<file path="src/rtl/multdiv_ctrl.sv">
// multdiv_ctrl: sequencer between the pipeline and the shared multiplier/divider.
// Accepts one request at a time, latches operands and tag, pulses the selected
// unit's start, waits for its ready (or a timeout) and returns a one-cycle result.
// Optional feature: define MULTDIV_DIVZERO_EARLY_EN to complete a divide by zero
// straight from IDLE without starting the divider.
// TIMEOUT must be at least 34 so the 32-iteration divider can finish in time.
module multdiv_ctrl #(
   parameter int TAG_W   = 5,
   parameter int TIMEOUT = 40
) (
   input  logic             clock,
   input  logic             reset,
   input  logic             req_mult,
   input  logic             req_div,
   input  logic [31:0]      in_a,
   input  logic [31:0]      in_b,
   input  logic [TAG_W-1:0] in_tag,
   input  logic             flush,
   output logic             busy,
   output logic             res_valid,
   output logic [31:0]      res_data,
   output logic [TAG_W-1:0] res_tag,
   output logic             res_exception,
   output logic [31:0]      unit_a,
   output logic [31:0]      unit_b,
   output logic             mult_start,
   output logic             div_start,
   input  logic             mult_ready,
   input  logic [31:0]      mult_result,
   input  logic             mult_exception,
   input  logic             div_ready,
   input  logic [31:0]      div_quotient,
   input  logic             div_exception
);

   localparam int CNT_W = $clog2(TIMEOUT + 1);
   localparam logic [CNT_W-1:0] CNT_LAST = CNT_W'(TIMEOUT - 1);

   typedef enum logic [1:0] {
      IDLE     = 2'd0,
      MULT_RUN = 2'd1,
      DIV_RUN  = 2'd2,
      DONE     = 2'd3
   } state_t;

   state_t             state;
   state_t             state_nxt;
   logic [CNT_W-1:0]   cnt;
   logic [TAG_W-1:0]   tag_q;

   logic               in_run;
   logic               accept;
   logic               early_zero;
   logic               sel_ready;
   logic [31:0]        sel_result;
   logic               sel_exc;
   logic               unit_done;
   logic               timeout_hit;

   assign in_run      = (state == MULT_RUN) || (state == DIV_RUN);
   assign accept      = (state == IDLE) && !flush && (req_mult || req_div);
   assign sel_ready   = (state == MULT_RUN) ? mult_ready     : div_ready;
   assign sel_result  = (state == MULT_RUN) ? mult_result    : div_quotient;
   assign sel_exc     = (state == MULT_RUN) ? mult_exception : div_exception;
   // the unit's own counter is stale in the first RUN cycle, so ready only counts afterwards
   assign unit_done   = in_run && (cnt != '0) && sel_ready;
   assign timeout_hit = in_run && (cnt == CNT_LAST);

`ifdef MULTDIV_DIVZERO_EARLY_EN
   // a lone divide by zero is answered immediately; multiply wins when both are requested
   assign early_zero  = req_div && !req_mult && (in_b == '0);
`else
   assign early_zero  = 1'b0;
`endif

   // State register
   always_ff @(posedge clock) begin
      if (reset) begin
         state <= IDLE;
      end else begin
         state <= state_nxt;
      end
   end

   // Next-state decode; flush always returns to IDLE and beats a simultaneous request
   always_comb begin
      state_nxt = state;
      case (state)
         IDLE: begin
            if (!flush) begin
               if (req_mult) begin
                  state_nxt = MULT_RUN;
               end else if (req_div) begin
                  state_nxt = early_zero ? DONE : DIV_RUN;
               end
            end
         end
         MULT_RUN, DIV_RUN: begin
            if (flush) begin
               state_nxt = IDLE;
            end else if (unit_done || timeout_hit) begin
               state_nxt = DONE;
            end
         end
         DONE:    state_nxt = IDLE;
         default: state_nxt = IDLE;
      endcase
   end

   // Output decode from state; flush suppresses a start or result in its own cycle
   always_comb begin
      busy       = (state != IDLE);
      mult_start = (state == MULT_RUN) && (cnt == '0) && !flush;
      div_start  = (state == DIV_RUN)  && (cnt == '0) && !flush;
      res_valid  = (state == DONE) && !flush;
   end

   // Operand/tag latch, RUN cycle counter and result capture
   always_ff @(posedge clock) begin
      if (reset) begin
         unit_a        <= '0;
         unit_b        <= '0;
         tag_q         <= '0;
         cnt           <= '0;
         res_data      <= '0;
         res_tag       <= '0;
         res_exception <= 1'b0;
      end else begin
         // operands stay frozen for the whole operation: the units read them every iteration
         if (accept) begin
            unit_a <= in_a;
            unit_b <= in_b;
            tag_q  <= in_tag;
            cnt    <= '0;
         end else if (in_run) begin
            cnt <= cnt + 1'b1;
         end

         if (accept && early_zero) begin
            res_data      <= '0;
            res_exception <= 1'b1;
            res_tag       <= in_tag;
         end else if (in_run && !flush) begin
            if (unit_done) begin
               res_data      <= sel_result;
               res_exception <= sel_exc;
               res_tag       <= tag_q;
            end else if (timeout_hit) begin
               res_data      <= '0;
               res_exception <= 1'b1;
               res_tag       <= tag_q;
            end
         end
      end
   end

endmodule

</file>
<file path="config.mk">
export PLATFORM = sky130hd
export DESIGN_NAME = multdiv_ctrl
export DESIGN_NICKNAME = d
export VERILOG_FILES = /design/src/rtl/multdiv_ctrl.sv
export SDC_FILE = /design/constraint.sdc
export NUM_CORES = 1
export LEC_CHECK = 0
export ABC_AREA = 1
export BUFFER_PORTS_ARGS = -buffer_cell sky130_fd_sc_hd__buf_2
export CAP_MARGIN = 20
export CELL_PAD_IN_SITES_DETAIL_PLACEMENT = 0
export CELL_PAD_IN_SITES_GLOBAL_PLACEMENT = 2
export CORE_UTILIZATION = 25
export CTS_CLUSTER_DIAMETER = 200
export DETAILED_ROUTE_END_ITERATION = 8
export PLACE_DENSITY = 0.86
export SYNTH_ARGS = -nofsm -noshare
export SYNTH_HDL_FRONTEND = slang
export SYNTH_SLANG_ARGS = --single-unit
</file>
<file path="constraint.sdc">
create_clock -name clock -period 4 [get_ports clock]
set_clock_uncertainty 0.1 [all_clocks]
set_input_delay 0.8 -clock clock [delete_from_list [all_inputs] [get_ports clock]]
set_output_delay 0.8 -clock clock [all_outputs]
set_load 0.005 [all_outputs]
</file>
==> impl_metrics.toml <==
[synth]
yosys_register_bits = 115
yosysSeqAreaShare_pct = 48.4
avgSynthCellArea_um2 = 7.34
synth.cell_area_mm2 = 0.00475
synth_nets = 795
syn_inst = 647
synth_warnings = 0
synth.distinct_cells = 30

[clocking]
cts_hold_buf = 0
clock_latency_ps = 400
cts_resized = 0
cts.sinks = 115
cts_buffers = 17
path_clk_slew_ps = 50
htreeDepth = 4
cts_tree = "yes"
cts_root_buf = "clkbuf_16"
cts_setup_buffers = 0
clockBufferDepth = 2

[grt]
antenna_found_initial = 2
grt_start_max_net_pins = 47
grt_pass1_wl_mm = 23.9
grtUsageTotal_pct = 15.6
grt_pass1_vias = 4641
grt-ovfl-total = 0

[routing]
drc = 0
via_count = 4849
wl_per_cell_um = 13.2
vias_per_cell = 4.31
drt_wl_total_mm = 14.9
first_pass_iters = 6
drt_iter0_drc = 147
antenna_left = 0

[timing]
period_share_pct = 63.7
rsz0062_at_grt = "no"
layout_min_cycle_time_ps = 2550
setup_tns_ps = 0
whs_ps = 355
drv_slew = 0
final-setup-viol-count = 0
relSlewSlack_pct = 49.9
fmax_mhz = 392
finalHoldViolCount = 0
worst-slew-pin-transition_ps = 750

[place]
hpwl_mm = 10.5
numPortBuffers = 247
place_congestion = 0.747

[worst_setup_path]
startpoint_type = "flop"
required_ps = 3100
cp_max_fo = 34
end_kind = "output port"
arrival_ps = 1650
critPathKind = "reg -> out"

[outcome]
outcome = "completed"

[pwr]
leakagePower_uw = 0.00323
powerDensity_mw_per_mm2 = 591
ir_drop_mv = 0.273

[cells_and_area]
drive_gt1_share_pct = 35.0
final_nets = 1028
final_cell_mix = "buf_2 (247), nand2_1 (179), nor2_1 (149), dfxtp_1 (115), o21ai_0 (70)"
fillers = 2052
mostFrequentLayoutCell = "buf_2"
area_growth_pct = 40.0

[floorplan]
die_h_um = 140
coreArea_mm2 = 0.0186
start_util_pct = 25.5
dieArea_mm2 = 0.0196
num_rows = 50
die_w_um = 140
ios = 248

[run]
max-cap-violations = 0

[min_path]
hp-class = "reg -> reg"
==> where the power goes <==
part           switching, µW  internal [µW]  leakage, µW
sequential               113           1370     0.000941
combinational            637            417      0.00203
clock                    523            873     0.000263
==> critical path, stage by stage, from the launching register on <==
cell and delay, ps:
dfxtp_1 380, inv_1 80, ha_1 220, inv_4 280, nor3_1 120, buf_2 150
==> stage by stage <==
stage / cells / util (%) / worst slack, ps / instance area [µm²] / power (µW)
after floorplan: 647 / - / 1950 / 4750 / 2150
after detailed placement: 1095 / 32.8 / 1210 / 6110 / 2580
final: 1126 / 35.7 / 1450 / 6650 / 3930
after global routing: 1125 / 35.7 / 1270 / 6650 / 4230
after global placement: 1095 / 32.8 / 1260 / 6110 / 2590
after CTS: 1125 / 35.7 / 1400 / 6650 / 4000
==> sequential cells by signal, summed over array words and instances (netlist names) <==
| name | cells |
|---|---|
| res_data | 32 |
| unit_a | 32 |
| unit_b | 32 |
| cnt | 6 |
| res_tag | 5 |
| tag_q | 5 |
| state | 2 |
| res_exception | 1 |
==> cell type report <==
class | count | area [µm²] | share of cell area (%)
multi-input cells | 479 | 2170 | 32.6
clock inverters | 10 | 86.3 | 1.30
repair buffers | 252 | 1290 | 19.3
well taps | 234 | 293 | 4.40
flip-flops and latches | 115 | 2300 | 34.6
clock buffers | 20 | 457 | 6.86
diodes | 1 | 2.50 | 0.0376
inverters | 15 | 58.8 | 0.884
==> synth_stat cells (all sizes together) <==
cell | number | area share (%)
and3 | 1 | 0.13
xnor2 | 1 | 0.18
buf | 15 | 2.8
ha | 6 | 1.6
inv | 14 | 1.2
nand2 | 183 | 15
nand3 | 12 | 1.6
mux2i | 1 | 0.21
nor2 | 154 | 13
nor3 | 4 | 0.42
clkbuf | 23 | 1.9
clkinv | 1 | 0.079
o21a | 1 | 0.16
o21ai | 71 | 7.6
dfxtp | 115 | 48
a21oi | 44 | 5.7
or2 | 1 | 0.13
==> worst paths after layout <==
check / startpoint / to / slack, ps / depth (start not counted)
worst min register to register: res_data[18] / res_data[18] / 360 / 2
worst max-delay path: state[1] / mult_start / 1450 / 5
worst min-delay path: res_data[18] / res_data[18] / 360 / 2
worst max register to register: state[1] / res_data[27] / 1580 / 9
==> cell families (layout without fill, tap and decap cells) <==
kind of cell	count (synthesis)	after routing	share of synthesized area (%)
AOI/OAI and AO/OA	116	116	13.5
other	0	1	0
DFF	115	115	48.4
buffers and inverters	53	297	5.95
xor gates and xnor gates	1	1	0.184
and+or+nand+nor	355	355	30.2
muxes	1	1	0.211
adders and majority gates	6	6	1.58
==> per-layer routing <==
layer  up-vias  global-route usage (%)  wire, µm
met1      2115                    18.6      6700
met4         2                    5.55       172
met5         -                       0        11
met3        13                    6.81      1500
li1       2508                       -         -
met2       211                    24.8      6510
No activity file was read; power rests on OpenSTA's default activity.
